**config.mk**
```make
export PLATFORM = sky130hd
export DESIGN_NAME = ex_brn_resolve
export DESIGN_NICKNAME = d
export VERILOG_FILES = /design/src/rtl/riscv_pkg.sv /design/src/rtl/brn_cmp.sv /design/src/rtl/ex_brn_resolve.sv
export SDC_FILE = /design/constraint.sdc
export NUM_CORES = 1
export LEC_CHECK = 0
export CAP_MARGIN = 25
export CORE_AREA = 4 4 151 153
export DETAILED_ROUTE_END_ITERATION = 8
export DIE_AREA = 0 0 155 157
export GPL_TIMING_DRIVEN = 0
export MAX_ROUTING_LAYER = met4
export PLACE_DENSITY_LB_ADDON = 0.2
export SYNTH_ARGS = -nofsm -noshare
export SYNTH_HDL_FRONTEND = slang
export SYNTH_SLANG_ARGS = --single-unit
```
**constraint.sdc**
```tcl
create_clock -name clk -period 12.8 [get_ports clk]
set_input_delay 2.56 -clock clk [delete_from_list [all_inputs] [get_ports clk]]
set_output_delay 2.56 -clock clk [all_outputs]
set_load 0.1 [all_outputs]
```
**src/rtl/riscv_pkg.sv**
```systemverilog
// riscv_pkg: shared branch funct3 codes, resolve FSM states and PC width
package riscv_pkg;
  localparam int PC_W = 32;
  localparam logic [2:0] F3_BEQ  = 3'b000;
  localparam logic [2:0] F3_BNE  = 3'b001;
  localparam logic [2:0] F3_BLT  = 3'b100;
  localparam logic [2:0] F3_BGE  = 3'b101;
  localparam logic [2:0] F3_BLTU = 3'b110;
  localparam logic [2:0] F3_BGEU = 3'b111;
  typedef enum logic {IDLE = 1'b0, SHADOW = 1'b1} brn_state_e;
endpackage

```
**src/rtl/brn_cmp.sv**
```systemverilog
// brn_cmp: combinational branch condition evaluator; reserved funct3 010/011 is illegal and not taken
module brn_cmp
  import riscv_pkg::*;
(
  input  logic [2:0]      funct3,
  input  logic [PC_W-1:0] a,
  input  logic [PC_W-1:0] b,
  output logic            taken,
  output logic            illegal
);
  logic eq, lt, ltu;
  always_comb begin
    eq = a == b;
    lt = $signed(a) < $signed(b);
    ltu = a < b;
    illegal = funct3[2:1] == 2'b01;
    taken = funct3 == F3_BEQ  ? eq  :
            funct3 == F3_BNE  ? !eq :
            funct3 == F3_BLT  ? lt  :
            funct3 == F3_BGE  ? !lt :
            funct3 == F3_BLTU ? ltu :
            funct3 == F3_BGEU ? !ltu : 1'b0;
  end
endmodule

```
**src/rtl/ex_brn_resolve.sv**
```systemverilog
// ex_brn_resolve: execute-stage branch/jump resolution with registered redirect and predictor update.
// Optional BRN_PERF_CNT_EN enables the resolved-branch and misprediction counters.
module ex_brn_resolve
  import riscv_pkg::*;
#(
  parameter int SHADOW_CYCLES = 1
) (
  input  logic            clk,
  input  logic            reset,
  input  logic            valid_ex_i,
  input  logic            is_b_type_ex_i,
  input  logic            jump_ex_i,
  input  logic            brn_pred_ex_i,
  input  logic [2:0]      funct3_ex_i,
  input  logic [PC_W-1:0] r_data_p1_ex_i,
  input  logic [PC_W-1:0] r_data_p2_ex_i,
  input  logic [PC_W-1:0] curr_pc_ex_i,
  input  logic [PC_W-1:0] next_seq_pc_ex_i,
  input  logic [PC_W-1:0] next_brn_pc_ex_i,
  input  logic [PC_W-1:0] next_pred_pc_ex_i,
  input  logic [PC_W-1:0] jump_tgt_ex_i,
  output logic            redirect_o,
  output logic [PC_W-1:0] redirect_pc_o,
  output logic            flush_ex_o,
  output logic            bp_upd_valid_o,
  output logic [PC_W-1:0] bp_upd_pc_o,
  output logic            bp_upd_taken_o,
  output logic [PC_W-1:0] bp_upd_tgt_o,
  output logic            illegal_brn_o,
  output logic [31:0]     perf_brn_cnt_o,
  output logic [31:0]     perf_mispred_cnt_o
);
  brn_state_e state_q, state_d;
  logic [2:0] cnt_q, cnt_d;
  logic cmp_taken, cmp_illegal, resolve, taken, mispred;
  logic [PC_W-1:0] actual_pc;
  brn_cmp u_cmp (
    .funct3 (funct3_ex_i),
    .a      (r_data_p1_ex_i),
    .b      (r_data_p2_ex_i),
    .taken  (cmp_taken),
    .illegal(cmp_illegal)
  );
  // Prediction is judged on the full next PC, so a right direction with a wrong target still redirects.
  always_comb begin
    resolve = valid_ex_i & (is_b_type_ex_i | jump_ex_i) & (state_q == IDLE);
    taken = jump_ex_i | cmp_taken;
    actual_pc = jump_ex_i ? (jump_tgt_ex_i & ~32'd1) : cmp_taken ? next_brn_pc_ex_i : next_seq_pc_ex_i;
    mispred = resolve & (actual_pc != next_pred_pc_ex_i);
    state_d = state_q == IDLE ? (mispred ? SHADOW : IDLE) : (cnt_q == 3'd1 ? IDLE : SHADOW);
    cnt_d = state_q == IDLE ? (mispred ? 3'(SHADOW_CYCLES) : cnt_q) : cnt_q - 3'd1;
  end
  always_ff @(posedge clk) begin
    if (reset) begin
      state_q <= IDLE;
      cnt_q <= '0;
      redirect_o <= 1'b0;
      redirect_pc_o <= '0;
      flush_ex_o <= 1'b0;
      bp_upd_valid_o <= 1'b0;
      bp_upd_pc_o <= '0;
      bp_upd_taken_o <= 1'b0;
      bp_upd_tgt_o <= '0;
      illegal_brn_o <= 1'b0;
    end else begin
      state_q <= state_d;
      cnt_q <= cnt_d;
      redirect_o <= mispred;
      flush_ex_o <= mispred;
      bp_upd_valid_o <= resolve;
      illegal_brn_o <= resolve & ~jump_ex_i & cmp_illegal;
      if (mispred) redirect_pc_o <= actual_pc;
      if (resolve) begin
        bp_upd_pc_o <= curr_pc_ex_i;
        bp_upd_taken_o <= taken;
        bp_upd_tgt_o <= actual_pc;
      end
    end
  end
`ifdef BRN_PERF_CNT_EN
  logic [31:0] perf_brn_cnt_q, perf_mispred_cnt_q;
  always_ff @(posedge clk) begin
    if (reset) begin
      perf_brn_cnt_q <= '0;
      perf_mispred_cnt_q <= '0;
    end else begin
      perf_brn_cnt_q <= perf_brn_cnt_q + 32'(resolve);
      perf_mispred_cnt_q <= perf_mispred_cnt_q + 32'(mispred);
    end
  end
  assign perf_brn_cnt_o = perf_brn_cnt_q;
  assign perf_mispred_cnt_o = perf_mispred_cnt_q;
`else
  logic unused_pred;
  assign unused_pred = brn_pred_ex_i;
  assign perf_brn_cnt_o = '0;
  assign perf_mispred_cnt_o = '0;
`endif
`ifdef BRN_PERF_CNT_EN
  logic unused_pred_p;
  assign unused_pred_p = brn_pred_ex_i;
`endif
endmodule

```
# ---- Word level (Yosys, flattened, before mapping)
# Cells that the tools add are included.
# Widths: inputs -> output; s select.
dict set report classes {
  add_sub_neg 1
  n_lt_le_gt_ge 2
  n_eq_ne 9
  n_mux 13
  bitwise 9
  n_reduce_logical 5
}
# op count
set op_table {}
lappend op_table {{$lt 32x32->1} 2}
lappend op_table {{$mux 32} 2}
lappend op_table {{$eq 32x32->1} 1}
lappend op_table {{$ne 32x32->1} 1}
lappend op_table {{$eq 3x3->1 const B} 4}
lappend op_table {{$mux 1} 9}
lappend op_table {{$eq 3x1->1 const B} 2}
lappend op_table {{$mux 3} 2}
lappend op_table {{$and 1x1->1} 5}
lappend op_table {{$logic_not 1->1} 3}
lappend op_table {{$logic_not 3->1} 1}
lappend op_table {{$sub 3x1->3 const B} 1}
lappend op_table {{$eq 2x1->1 const B} 1}
lappend op_table {{$not 1->1} 2}
lappend op_table {{$or 1x1->1} 2}
lappend op_table {{$reduce_bool 2->1} 1}
dict set report totals {
  register_bits 104
  inputBits 233
  output_inout_bits 165
  word_cells 48
}

# ---- Depth between registers and ports, before layout
dict set report depth {
  depth_word 14
  depth_mapped 17
}

# ---- Cells and area by module
# From an unflattened synthesis, not the netlist that was laid out.
dict set report unflattened {
  hier_cells 950
  area_unflattened_um2 7260.7
}
# mod instances cells_each area_per_inst_um2 seq_area_each_um2
set modules_own_cells {}
lappend modules_own_cells {ex_brn_resolve 1 827 6356.1 2082.0}
lappend modules_own_cells {brn_cmp 1 123 904.6 0.0}

# ---- Least setup slack after synthesis
# Ideal clock, no wire load.
dict set report synth_timing {
  path_kind {input -> register}
  start {in r_data_p2_ex_i[21]}
  end {reg redirect_pc_o[13]}
  setup_time_ps 121
  arrival_ps 6361
  setup_slack_ps 6318
  path_stages 16
  path_cell_list {inv_1 ha_1 a21oi_1 o21ai_1 a221o_1 a211o_1 or4_1 buf_2 nand3_2 mux2i_1 a211oi_1 or4_1 nor4_2 a21oi_2 buf_6 mux2_4}
}
dict set report synth_via {
  elab_chain_len 12
  elab_cells_between_ends 16
  cone_classes {2 x order compare; 2 x eq/ne; 8 x mux; 1 x bitwise; 3 x reduce/logical}
}
# element line
set synth_lines {}
lappend synth_lines {{start: declaration} ex_brn_resolve.sv:16} ;# input logic [PC_W-1:0] r_data_p2_ex_i,
lappend synth_lines {{$lt 32x32->1} brn_cmp.sv:15} ;# ltu = a < b;
lappend synth_lines {{$logic_not 1->1} brn_cmp.sv:22} ;# funct3 == F3_BGEU ? !ltu : 1'b0;
lappend synth_lines {{$mux 1} brn_cmp.sv:22}
lappend synth_lines {{$mux 1} brn_cmp.sv:21} ;# funct3 == F3_BLTU ? ltu :
lappend synth_lines {{$mux 1} brn_cmp.sv:20} ;# funct3 == F3_BGE ? !lt :
lappend synth_lines {{$mux 1} brn_cmp.sv:19} ;# funct3 == F3_BLT ? lt :
lappend synth_lines {{$mux 1} brn_cmp.sv:18} ;# funct3 == F3_BNE ? !eq :
lappend synth_lines {{$mux 1 *} brn_cmp.sv:17} ;# taken = funct3 == F3_BEQ ? eq :
lappend synth_lines {{$mux 32 * (2 in series)} ex_brn_resolve.sv:48} ;# actual_pc = jump_ex_i ? (jump_tgt_ex_i & ~32'd1) : cmp_taken ? next_brn_pc_ex_i : next_seq_pc_ex_i;
lappend synth_lines {{$ne 32x32->1} ex_brn_resolve.sv:49} ;# mispred = resolve & (actual_pc != next_pred_pc_ex_i);
lappend synth_lines {{$and 1x1->1} ex_brn_resolve.sv:49}
lappend synth_lines {{end signal: assignment} ex_brn_resolve.sv:72} ;# if (mispred) redirect_pc_o <= actual_pc;
lappend synth_lines {{end: declaration} ex_brn_resolve.sv:23} ;# output logic [PC_W-1:0] redirect_pc_o,
# Mark *: on every way between the ends. The rest lies on a longest branch, timed or not.
# A chain may end at the register's enable or synchronous reset.

# ---- Final worst setup path
dict set report layout_timing {
  start {in r_data_p2_ex_i[10]}
  end {reg redirect_pc_o[20]}
}
# Same word-level chain as after synthesis.

==> summary.md <==
| Metric | Value |
|---|---|
| Fillers | 2127 |
| Antenna-violating nets left | 0 |
| IO Pins | 398 |
| Least-Margin Pin Slew | 1.04 ns |
| Clk_skew | 0.0103 ns |
| Fmax | 0.130 GHz |
| CP endpoint kind | flip-flop |
| Post-CTS setup buffers | 0 |
| Slew Viols, Final | 0 |
| GR Util met3 | 0.0742 |
| Die Y | 157 um |
| Post-Synth Simple-Gate Area | 0.200 |
| IO buf count | 328 |
| Slew headroom | 0.302 |
| Critical Path Start | r_data_p2_ex_i[10] |
| # rows | 54 |
| Crit share post-route | 0.600 |
| CTS tree | yes |
| Critical Path RT | 13.04 ns |
| Clock sinks | 104 |
| Status | finished clean |
| Area occupied by multi-input gates | 4170 um^2 |
| CTS Hold Buffers Added | 0 |
| Largest family of logic cells by synthesized area | compound AO/OA/AOI/OAI gates |
| R2r setup slk | 10.68 ns |
| Clock transition at path regs | 0.08 ns |
| Hold Crit Class | reg -> reg |
| Die area | 24300 um^2 |
| Ys flop type | dfxtp_1 |
| Seq/Total Area, Yosys | 0.295 |
| P&R area growth vs syn | 59.6% |
| Setup violations, final | 0 |
| Combinational Power Share | 0.498 |
| DR iter-0 viols | 631 |
| DRC Markers | 0 |
| Yosys top cell area share | 0.295 |
| CP Class | in -> reg |
| Clock power frac | 0.214 |
| Crit Path Max Fanout | 10 |
| DP HPWL | 28200 um |
| Final Hold Viols | 0 |
| RR Startpoint | state_q |
| Max Cap Violations | 0 |
| Most area-hungry cell type in the Yosys netlist | dfxtp_1 |
| Setup TNS | 0 ns |
| RSZ-0062 raised after global routing | no |
| WL/cell | 20.5 um |
| Initial Util | 0.327 |
| Internal power | 0.000691 W |
| RePlAce Congestion | 1.02 |
| M1 GR Usage | 0.323 |
| Seq cells post-synth | 104 |
| Power density over the cells | 115 nW/um^2 |
| Hold path depth | 2 |
| Crit path time final | 7.68 ns |
| Netlist cell types | 73 |
| Core ar. | 21600 um^2 |
| Die width | 155 um |
| Average size of a mapped cell | 7.66 um^2 |
| Syn Inst Count | 920 |
| Top cells by area, synth | dfxtp_1 (30%), nand2_1 (7.1%), buf_4 (6.9%) |
| Total gr overflow | 0 |
| Final hold slack | 0.455 ns |
| Max rail drop VDD | 0.0662 mV |
| Grt peak-use layer | met2 |
| Largest net degree at the start of global routing | 20 |
| Switching part of the total power | 0.464 |
| Clock tree buffer depth | 2 |
| Final Net Count | 1591 |
| Data arrival, critical path | 7.92 ns |
| Sw power | 0.000599 W |
| CTS Root Cell | clkbuf_16 |
| Clock latency on the worst-skew pair | 0.35 ns |
| CP startpoint kind | input pin |
| Post-synthesis mux area share | 0.0666 |
| Critical Path End | redirect_pc_o[20] |
| Gr usage total | 0.269 |
| Routed wire length | 33000 um |
| Compound-cell area share of the yosys netlist | 0.226 |
| Seq pwr share | 0.288 |
| Grt met2 use | 0.440 |
| Synth warn | 0 |
| Synth Area in Adders | 0.0604 |
| R2R cell count | 6 |
| First-pass DRT Iterations | 5 |
| Ys async rst share | 0 |
| Post-synthesis xor/xnor area fraction | 0.00497 |
| Initial antenna violation count | 6 |
| Post-CTS Resized | 0 |
| Vias | 8092 |
| Reg2reg end | bp_upd_tgt_o[4] |
| Vias in the first global route | 7966 |
| Post-synth EDFFs | 0 |
| Vias/cell | 5.01 |
| TritonCTS Buffers | 9 |
| P_leak | 4.78 nW |
| # H-tree levels | 3 |
| First-pass GRT wire length | 48500 um |
| Fraction of layout cells with a size suffix above 1 | 0.0828 |
| Sequential Area | 2080 um^2 |
| Final setup margin | 5.12 ns |
| Leading cell types in the layout, fill and taps excluded | clkdlybuf4s50_1 (328), nand2_1 (134), dfxtp_1 (104) |
| Most common cell after layout, fill and taps aside | clkdlybuf4s50_1 |
| Area of the mapped netlist | 7050 um^2 |
| Pre-CTS WS | 4.85 ns |
[cell families (layout without fill, tap and decap cells)]
logic type | after synthesis | after routing
AO/OA/AOI/OAI | 233 | 233
XOR/XNOR | 4 | 4
adder cells (fa/ha/maj) | 34 | 34
buffers and inverters | 205 | 551
flip-flops | 104 | 104
multiplexers | 42 | 42
other | 1 | 70
AND/OR/NAND/NOR | 297 | 297
[synth_stat cells, types with 6 or more instances]
master	number
nand2_1	134
dfxtp_1	104
a21oi_1	87
inv_1	87
buf_4	65
nor2_1	53
nand2b_1	45
clkbuf_1	39
ha_1	34
mux2i_1	27
o22ai_1	25
a221oi_1	14
nor2b_1	13
nand4_1	12
o21ai_0	12
a41oi_1	10
nor3_1	9
o31ai_1	9
mux2_4	8
a31oi_1	7
buf_1	7
buf_2	6
[area by class of cell]
class | count | area share
antenna | 6 | 0.00134
buffer | 118 | 0.0624
clock buffer | 10 | 0.0213
clock inverter | 6 | 0.00512
inverter | 87 | 0.0290
multi-input combinational | 674 | 0.371
sequential | 104 | 0.185
tap | 280 | 0.0312
timing repair buffer | 330 | 0.293
[power groups by stage]
stage	sequential, W	combinational [W]	clock, W
after floorplan	0.000570	0.000250	0
after CTS	0.000371	0.000639	0.000282
after detailed placement	0.000379	0.000638	0
after global placement	0.000378	0.000635	0
final	0.000371	0.000642	0.000277
after global routing	0.000375	0.000673	0.000297
[how the worst min path moves through the flow]
| stage | endpoint | startpoint | slack, ns |
|---|---|---|---|
| 2_1_floorplan | cnt_q[1] | state_q | 0.48 |
| 3_3_place_gp | bp_upd_pc_o[30] | bp_upd_pc_o[30] | 0.44 |
| 3_5_place_dp | bp_upd_pc_o[19] | bp_upd_pc_o[19] | 0.45 |
| 4_1_cts | bp_upd_pc_o[30] | bp_upd_pc_o[30] | 0.46 |
| 5_1_grt | bp_upd_pc_o[16] | bp_upd_pc_o[16] | 0.47 |
| 6_report | bp_upd_pc_o[30] | bp_upd_pc_o[30] | 0.45 |
[per-stage QoR]
stage | area, um^2 | utilization | cells | power, W
after floorplan | 7280 | - | 983 | 0.000819
after global placement | 10900 | 0.507 | 1591 | 0.00101
after detailed placement | 10900 | 0.507 | 1593 | 0.00102
after CTS | 11200 | 0.521 | 1609 | 0.00129
after global routing | 11200 | 0.522 | 1615 | 0.00134
final | 11200 | 0.522 | 1615 | 0.00129
[flip-flops by register name (all words and copies together), names as in the netlist, 3 cells and up]
register       count
cnt_q              3
bp_upd_pc_o       32
redirect_pc_o     32
bp_upd_tgt_o      32
[critical path, stage by stage]
cell and delay, ns:
clkdlybuf4s50_1 0.45, inv_1 0.04, ha_1 0.31, a21oi_1 0.17
nand2_1 0.07, a221oi_1 0.40, nor3_2 0.11, o211ai_1 0.84
clkbuf_1 0.45, a311oi_1 0.16, a221oi_1 0.78, o32a_1 0.36
o2111ai_1 0.15, nor4_2 0.33, a21oi_2 0.20, buf_6 0.23
mux2_4 0.30
[metal layers]
metal | wire length [um] | vias up | share of wire
li1 | - | 3908 | -
met1 | 13200 | 3698 | 0.40
met2 | 15800 | 437 | 0.48
met3 | 3170 | 49 | 0.096
met4 | 824 | 0 | 0.025
met5 | 0 | - | 0
No activity file was read; power rests on OpenSTA's default activity.
